==> config.mk <==
export PLATFORM = sky130hd
export DESIGN_NAME = uart_core
export DESIGN_NICKNAME = d
export VERILOG_FILES = /design/src/rtl/uart_pkg.sv /design/src/rtl/uart_fifo.sv /design/src/rtl/uart_core.sv
export SDC_FILE = /design/constraint.sdc
export NUM_CORES = 1
export LEC_CHECK = 0
export ABC_AREA = 1
export CORE_MARGIN = 4
export CORE_UTILIZATION = 40
export DETAILED_ROUTE_END_ITERATION = 7
export GPL_TIMING_DRIVEN = 0
export SYNTH_ARGS = -nofsm -noshare
export SYNTH_HDL_FRONTEND = slang
export SYNTH_SLANG_ARGS = --single-unit
==> constraint.sdc <==
create_clock -name i_sys_clk -period 5.38 [get_ports i_sys_clk]
set_input_delay 1.076 -clock i_sys_clk [delete_from_list [all_inputs] [get_ports i_sys_clk]]
set_output_delay 1.076 -clock i_sys_clk [all_outputs]
set_load 0.1 [all_outputs]
==> src/rtl/uart_pkg.sv <==
// uart_pkg: state encodings, word-length codes and helpers for uart_core.
// Parity logic is compiled in only when UART_CORE_PARITY_EN is defined.
package uart_pkg;

    typedef enum logic [2:0] {
        S_IDLE,
        S_START,
        S_DATA,
        S_PARITY,
        S_STOP
    } state_t;

    localparam logic [1:0] BITS5 = 2'b00;
    localparam logic [1:0] BITS6 = 2'b01;
    localparam logic [1:0] BITS7 = 2'b10;
    localparam logic [1:0] BITS8 = 2'b11;

    function automatic int clog2(input int v);
        int r;
        r = 0;
        for (int i = 0; i < 31; i++)
            if ((1 << i) < v) r = i + 1;
        return r;
    endfunction

    function automatic logic [3:0] nbits(input logic [1:0] b);
        unique case (b)
            BITS5:   return 4'd5;
            BITS6:   return 4'd6;
            BITS7:   return 4'd7;
            BITS8:   return 4'd8;
            default: return 4'd8;
        endcase
    endfunction

    function automatic logic [7:0] word_mask(input logic [1:0] b);
        return 8'hff >> (4'd8 - nbits(b));
    endfunction

endpackage

==> src/rtl/uart_fifo.sv <==
// uart_fifo: first-word-fall-through FIFO with occupancy output.
// Part of uart_core (optional parity via UART_CORE_PARITY_EN).
module uart_fifo
    import uart_pkg::*;
#(
    parameter int WIDTH = 8,
    parameter int DEPTH = 16,
    localparam int AW = clog2(DEPTH)
) (
    input  logic             clk,
    input  logic             rst_n,
    input  logic             wr_en,
    input  logic [WIDTH-1:0] wr_data,
    input  logic             rd_en,
    output logic [WIDTH-1:0] rd_data,
    output logic             full,
    output logic             empty,
    output logic [AW:0]      level
);

    logic [WIDTH-1:0] mem [DEPTH];
    logic [AW:0]      wr_ptr;
    logic [AW:0]      rd_ptr;
    logic             do_wr;
    logic             do_rd;

    assign empty   = wr_ptr == rd_ptr;
    assign full    = (wr_ptr[AW] != rd_ptr[AW]) &&
                     (wr_ptr[AW-1:0] == rd_ptr[AW-1:0]);
    assign level   = wr_ptr - rd_ptr;
    assign do_rd   = rd_en && !empty;
    // a pop frees the slot in the same cycle, so a full FIFO may still take a write
    assign do_wr   = wr_en && (!full || do_rd);
    assign rd_data = mem[rd_ptr[AW-1:0]];

    always_ff @(posedge clk) begin
        if (do_wr) mem[wr_ptr[AW-1:0]] <= wr_data;
    end

    always_ff @(posedge clk or negedge rst_n) begin
        if (!rst_n) begin
            wr_ptr <= '0;
            rd_ptr <= '0;
        end else begin
            if (do_wr) wr_ptr <= wr_ptr + 1'b1;
            if (do_rd) rd_ptr <= rd_ptr + 1'b1;
        end
    end

endmodule

==> src/rtl/uart_core.sv <==
// uart_core: UART with TX/RX FIFOs, 5..8 data bits, 1/2 stop bits.
// Parity generation/check compiled in with UART_CORE_PARITY_EN.
module uart_core
    import uart_pkg::*;
#(
    parameter int DATA_DEPTH = 16,
    parameter int DIV_WIDTH  = 16,
    localparam int LW = clog2(DATA_DEPTH) + 1
) (
    input  logic                 i_sys_clk,
    input  logic                 i_sys_rst_n,
    input  logic [DIV_WIDTH-1:0] i_baud_div,
    input  logic [1:0]           i_data_bits,
    input  logic                 i_stop2,
    input  logic                 i_parity_en,
    input  logic                 i_parity_odd,
    input  logic                 i_loopback,
    input  logic [7:0]           i_tx_data,
    input  logic                 i_tx_valid,
    output logic                 o_tx_ready,
    output logic [7:0]           o_rx_data,
    output logic                 o_rx_valid,
    input  logic                 i_rx_ready,
    output logic                 o_rx_frame_err,
    output logic                 o_rx_parity_err,
    output logic                 o_rx_overrun,
    input  logic                 i_clr_overrun,
    output logic [LW-1:0]        o_tx_level,
    output logic [LW-1:0]        o_rx_level,
    input  logic                 i_rx,
    output logic                 o_tx,
    output logic                 o_tx_busy
);

    logic par_en;
    logic par_odd;

    state_t               tx_st;
    logic [DIV_WIDTH-1:0] tx_cnt;
    logic [DIV_WIDTH-1:0] tx_div;
    logic [7:0]           tx_q;
    logic [7:0]           tx_sh;
    logic [3:0]           tx_bit;
    logic [3:0]           tx_nb;
    logic                 tx_empty;
    logic                 tx_full;
    logic                 tx_pop;
    logic                 tx_tick;
    logic                 tx_stop2;
    logic                 tx_pen;
    logic                 tx_par;

    assign o_tx_ready = !tx_full;
    assign tx_tick    = tx_cnt == tx_div;
    // reloading straight out of the last stop bit keeps frames gapless
    assign tx_pop     = !tx_empty && (tx_st == S_IDLE ||
                        (tx_st == S_STOP && tx_tick && !tx_stop2));

    uart_fifo #(.WIDTH(8), .DEPTH(DATA_DEPTH)) u_tx_fifo (
        .clk     (i_sys_clk),
        .rst_n   (i_sys_rst_n),
        .wr_en   (i_tx_valid && o_tx_ready),
        .wr_data (i_tx_data),
        .rd_en   (tx_pop),
        .rd_data (tx_q),
        .full    (tx_full),
        .empty   (tx_empty),
        .level   (o_tx_level)
    );

    always_ff @(posedge i_sys_clk or negedge i_sys_rst_n) begin
        if (!i_sys_rst_n) begin
            tx_st     <= S_IDLE;
            o_tx      <= 1'b1;
            o_tx_busy <= 1'b0;
            tx_cnt    <= '0;
            tx_div    <= '0;
            tx_sh     <= '0;
            tx_bit    <= '0;
            tx_nb     <= '0;
            tx_stop2  <= 1'b0;
            tx_pen    <= 1'b0;
            tx_par    <= 1'b0;
        end else if (tx_pop) begin
            tx_st     <= S_START;
            o_tx      <= 1'b0;
            o_tx_busy <= 1'b1;
            tx_cnt    <= '0;
            tx_div    <= i_baud_div;
            tx_sh     <= tx_q;
            tx_bit    <= '0;
            tx_nb     <= nbits(i_data_bits);
            tx_stop2  <= i_stop2;
            tx_pen    <= par_en;
            tx_par    <= par_odd ^ (^(tx_q & word_mask(i_data_bits)));
        end else if (tx_st != S_IDLE) begin
            tx_cnt <= tx_tick ? '0 : tx_cnt + 1'b1;
            if (tx_tick) begin
                unique case (tx_st)
                    S_START: begin
                        tx_st  <= S_DATA;
                        o_tx   <= tx_sh[0];
                        tx_sh  <= tx_sh >> 1;
                        tx_bit <= 4'd1;
                    end
                    S_DATA: begin
                        if (tx_bit == tx_nb) begin
                            tx_st <= tx_pen ? S_PARITY : S_STOP;
                            o_tx  <= tx_pen ? tx_par : 1'b1;
                        end else begin
                            o_tx   <= tx_sh[0];
                            tx_sh  <= tx_sh >> 1;
                            tx_bit <= tx_bit + 4'd1;
                        end
                    end
                    S_PARITY: begin
                        tx_st <= S_STOP;
                        o_tx  <= 1'b1;
                    end
                    S_STOP: begin
                        if (tx_stop2) begin
                            tx_stop2 <= 1'b0;
                        end else begin
                            tx_st     <= S_IDLE;
                            o_tx_busy <= 1'b0;
                        end
                    end
                    default: tx_st <= S_IDLE;
                endcase
            end
        end
    end

    logic                 rx_line;
    logic                 rx_m;
    logic                 rx_s;
    logic                 rx_prev;
    state_t               rx_st;
    logic [DIV_WIDTH-1:0] rx_cnt;
    logic [DIV_WIDTH-1:0] rx_div;
    logic [7:0]           rx_sh;
    logic [3:0]           rx_bit;
    logic [3:0]           rx_nb;
    logic                 rx_pen;
    logic                 rx_odd;
    logic                 rx_par;
    logic                 rx_perr;
    logic                 rx_tick;
    logic                 rx_push;
    logic [9:0]           rx_wd;
    logic [9:0]           rx_q;
    logic                 rx_full;
    logic                 rx_empty;

    assign rx_line = i_loopback ? o_tx : i_rx;
    assign rx_tick = rx_cnt == (rx_st == S_START ? rx_div >> 1 : rx_div);

    always_ff @(posedge i_sys_clk or negedge i_sys_rst_n) begin
        if (!i_sys_rst_n) begin
            rx_m    <= 1'b1;
            rx_s    <= 1'b1;
            rx_prev <= 1'b1;
        end else begin
            rx_m    <= rx_line;
            rx_s    <= rx_m;
            rx_prev <= rx_s;
        end
    end

    always_ff @(posedge i_sys_clk or negedge i_sys_rst_n) begin
        if (!i_sys_rst_n) begin
            rx_st   <= S_IDLE;
            rx_cnt  <= '0;
            rx_div  <= '0;
            rx_sh   <= '0;
            rx_bit  <= '0;
            rx_nb   <= '0;
            rx_pen  <= 1'b0;
            rx_odd  <= 1'b0;
            rx_par  <= 1'b0;
            rx_perr <= 1'b0;
            rx_push <= 1'b0;
            rx_wd   <= '0;
        end else begin
            rx_push <= 1'b0;
            if (rx_st != S_IDLE) rx_cnt <= rx_tick ? '0 : rx_cnt + 1'b1;
            unique case (rx_st)
                S_IDLE: begin
                    if (rx_prev && !rx_s) begin
                        rx_st  <= S_START;
                        rx_cnt <= '0;
                        rx_div <= i_baud_div;
                        rx_nb  <= nbits(i_data_bits);
                        rx_pen <= par_en;
                        rx_odd <= par_odd;
                    end
                end
                S_START: begin
                    if (rx_tick) begin
                        rx_st   <= rx_s ? S_IDLE : S_DATA;
                        rx_bit  <= '0;
                        rx_par  <= 1'b0;
                        rx_perr <= 1'b0;
                    end
                end
                S_DATA: begin
                    if (rx_tick) begin
                        rx_sh  <= {rx_s, rx_sh[7:1]};
                        rx_par <= rx_par ^ rx_s;
                        rx_bit <= rx_bit + 4'd1;
                        if (rx_bit + 4'd1 == rx_nb)
                            rx_st <= rx_pen ? S_PARITY : S_STOP;
                    end
                end
                S_PARITY: begin
                    if (rx_tick) begin
                        rx_perr <= rx_par ^ rx_s ^ rx_odd;
                        rx_st   <= S_STOP;
                    end
                end
                S_STOP: begin
                    // the word sits in the top bits of the shifter; realign to bit 0
                    if (rx_tick) begin
                        rx_push <= 1'b1;
                        rx_wd   <= {rx_perr, !rx_s, rx_sh >> (4'd8 - rx_nb)};
                        rx_st   <= S_IDLE;
                    end
                end
                default: rx_st <= S_IDLE;
            endcase
        end
    end

    always_ff @(posedge i_sys_clk or negedge i_sys_rst_n) begin
        if (!i_sys_rst_n) o_rx_overrun <= 1'b0;
        else if (rx_push && rx_full) o_rx_overrun <= 1'b1;
        else if (i_clr_overrun) o_rx_overrun <= 1'b0;
    end

    uart_fifo #(.WIDTH(10), .DEPTH(DATA_DEPTH)) u_rx_fifo (
        .clk     (i_sys_clk),
        .rst_n   (i_sys_rst_n),
        .wr_en   (rx_push && !rx_full),
        .wr_data (rx_wd),
        .rd_en   (i_rx_ready),
        .rd_data (rx_q),
        .full    (rx_full),
        .empty   (rx_empty),
        .level   (o_rx_level)
    );

    assign o_rx_valid     = !rx_empty;
    assign o_rx_data      = rx_empty ? 8'h00 : rx_q[7:0];
    assign o_rx_frame_err = !rx_empty && rx_q[8];

`ifdef UART_CORE_PARITY_EN
    assign par_en          = i_parity_en;
    assign par_odd         = i_parity_odd;
    assign o_rx_parity_err = !rx_empty && rx_q[9];
`else
    logic unused_par;
    assign par_en          = 1'b0;
    assign par_odd         = 1'b0;
    assign o_rx_parity_err = 1'b0;
    assign unused_par      = i_parity_en ^ i_parity_odd ^ rx_q[9];
`endif

endmodule

==> flow_summary.yaml <==
setup_path:
  crit_arrival_ns: 4.17
  cp_max_fo: 10
  criticalPathCategory: "reg2out"
  reg2reg_depth: 12
  cp_common_cell: "clkbuf_1"
  worst_path_max_delay_cell: "clkdlybuf4s50_1"
  endpoint_kind: "output port"
  path_cells: "clkbuf_1, inv_1, clkbuf_1, clkbuf_1, ha_1, nand2_1, o21ai_0, xor2_1, clkdlybuf4s50_1"
  cp.required_ns: 4.30
  start_kind: "flip-flop"
  max_stage_delay_ns: 1.18
  r2r_start: "u_rx_fifo.rd_ptr[1]"
  critPathLaunch: "u_rx_fifo.rd_ptr[1]"
pwr:
  powerDensity_nw_per_um2: 599
  ir_worst_vdd_mv: 1.65
  total_power_mw: 12.8
  total_leakage_power_nw: 8.80
run_status:
  status: "complete, no violations"
synthesis:
  synth.distinct_cells: 46
  synth_edf_count: 272
  yosysSeqAreaShare: 0.631
  yosys_warnings: 0
  netlist_instances: 1814
  synth_top_cell_area_share: 0.442
  syn_nets: 1879
  synth_flop_cell: "edfxtp_1"
  synth.most_common_cell: "nand2_1"
  syn_avg_cell_area_um2: 10.2
  ys_async_sr_fraction: 0.338
  synth-seq-cells: 411
  synthTopCellsByCount: "nand2_1, edfxtp_1, nor2_1, o21ai_0, inv_1"
  synth.area.top_cells: "edfxtp_1, dfrtp_1, nand2_1"
  synth_top_cell_by_area: "edfxtp_1"
  synthesis.area_um2: 18500
final_layout:
  antennaDiodeCount: 0
  fin_util: 0.471
  drive_gt1_frac: 0.0648
  areaGrowthSynthToFinish_pct: 15.9
  fin_nets: 1986
global_routing:
  antenna_found_initial: 0
  grt-ovfl-total: 0
  grt_first_pass_wirelength_um: 72500
  grt_usage: 0.182
  grt_pass1_vias: 13000
  grt_max_degree: 82
die:
  pin_count: 61
  start_util: 0.406
  die_width_um: 223
  coreArea_um2: 45500
  die_y_um: 223
  die_area_um2: 49700
  num_rows: 78
clock_network:
  clk_latency_ns: 0.58
  clk_path_buf_depth: 3
  cts_setup_buffers: 0
  post_cts_resized: 10
  clkSlewWorstSetupHoldPaths_ns: 0.06
  clkSinkCount: 411
  cts-buffers-inserted: 47
  clockRootBuffer: "clkbuf_16"
  htree_levels: 2
  cts_hold_buffers: 0
  tritoncts: "done"
route:
  post_drt_wl_per_cell_um: 17.7
  viasPerCell: 5.19
  first_iter_violations: 1088
  via_count: 13300
  dr.pass1.iters: 5
  ant_nets: 0
  route.detailed.drc: 0
  drt-total-wl_um: 45300
timing:
  tightest_slew_ns: 1.15
  hold_viol: 0
  skew_ns: 0.0164
  relSlewSlack: 0.231
  slew_viol_final: 0
  timing.final.crit_share: 0.974
  fmax_mhz: 191
  setup_violations: 0
  period_needed_ns: 5.24
  grt_setup_unrepaired: "false"
place:
  place_congestion: 0.843
  portBuffers: 57
  hpwl_um: 30600
run:
  cap_violations: 0
hold_path:
  min_from: "rx_m"
  worstHoldPathType: "reg2reg"
  worstHoldPathCells: 0
==> critical path: cells and delay by family (launching register included) <==
kind                     cells  cell delay [ns]
AO/OA/AOI/OAI                1             0.20
flip-flops                   1             0.41
XOR/XNOR                     1             0.25
AND/OR/NAND/NOR              1             0.06
adder cells (fa/ha/maj)      1             0.37
buffers and inverters        5             2.29
==> registers in the layout, indices dropped and copies added, names as in the netlist, 4 cells and up <==
register	cells
u_tx_fifo.rd_ptr	5
u_tx_fifo.wr_ptr	5
rx_cnt	16
tx_nb	4
rx_bit	4
tx_div	16
rx_div	16
rx_sh	8
rx_wd	9
tx_sh	8
u_rx_fifo.wr_ptr	5
tx_cnt	16
rx_nb	4
tx_bit	4
u_tx_fifo.mem	128
u_rx_fifo.mem	144
u_rx_fifo.rd_ptr	5
==> cells in the final DEF (no fill, tap or decap), types with 7 or more instances in the layout <==
| cell type | netlist | layout |
|---|---|---|
| buf_2 | 16 | 16 |
| nand3_1 | 81 | 81 |
| dfrtp_1 | 135 | 135 |
| clkbuf_1 | 50 | 58 |
| clkinv_1 | 4 | 13 |
| dlygate4sd2_1 | 0 | 10 |
| xnor2_1 | 13 | 13 |
| a31oi_1 | 9 | 9 |
| o21ai_0 | 215 | 215 |
| nor2_1 | 240 | 240 |
| buf_6 | 6 | 7 |
| o211ai_1 | 24 | 24 |
| nand2_2 | 9 | 9 |
| edfxtp_1 | 272 | 272 |
| nor3_1 | 25 | 25 |
| ha_1 | 27 | 27 |
| nand2_1 | 356 | 356 |
| o221ai_1 | 13 | 13 |
| o22ai_1 | 38 | 38 |
| nand4_1 | 13 | 13 |
| a21oi_1 | 28 | 28 |
| inv_1 | 144 | 144 |
| clkdlybuf4s50_1 | 0 | 46 |
| xor2_1 | 45 | 45 |
| clkbuf_16 | 0 | 47 |
==> power by group <==
part,internal [mW],switching (mW)
logic,1.46,4.02
clock network,1.99,1.31
registers,3.77,0.262
==> kinds of logic after synthesis <==
family          after synthesis  share of synthesized area
other cells                   1                   0.000203
simple gates                741                      0.165
compound gates              344                      0.105
fa+ha+maj                    29                     0.0205
mux                           1                   0.000610
xor+xnor                     58                     0.0275
buf+inv                     229                     0.0505
flops                       411                      0.631
==> metrics by stage <==
step	setup slack, ns	cell area, um2	setup TNS, ns	hold WS [ns]	cells
final	0.137	21400	0	0.358	2559
after CTS	0.135	21400	0	0.359	2559
after global routing	0.00104	21400	0	0.363	2559
after detailed placement	0.427	19800	0	0.348	2472
after global placement	-2.75	19800	-373.44	0.347	2471
after floorplan	1.14	18500	0	0.345	1814
==> metal layers <==
metal / vias up / share of wire / track usage
li1: 6418 / - / -
met1: 6396 / 0.44 / 0.252
met2: 380 / 0.47 / 0.296
met3: 87 / 0.060 / 0.0284
met4: 0 / 0.028 / 0.0593
met5: - / 0 / 0
==> path summary, 6_finish.rpt <==
kind                       slack (ns)             endpoint
max                              0.14        o_rx_level[3]
min                              0.36                 rx_s
max reg2reg                      1.42  u_rx_fifo.mem[4][5]
min reg2reg                      0.36                 rx_s
max in group asynchronous        4.07                 o_tx
min in group asynchronous        0.48         o_rx_overrun
==> cell type report <==
cell class | count | area (um2)
clock buffer | 61 | 1290
timing repair buffer | 58 | 587
inverter | 152 | 571
buffer | 77 | 362
clock inverter | 26 | 313
tap | 600 | 751
multi-input combinational | 1174 | 5890
fill | 4298 | 24100
sequential | 411 | 11700
Note: power is estimated with default switching activity, not from simulation.
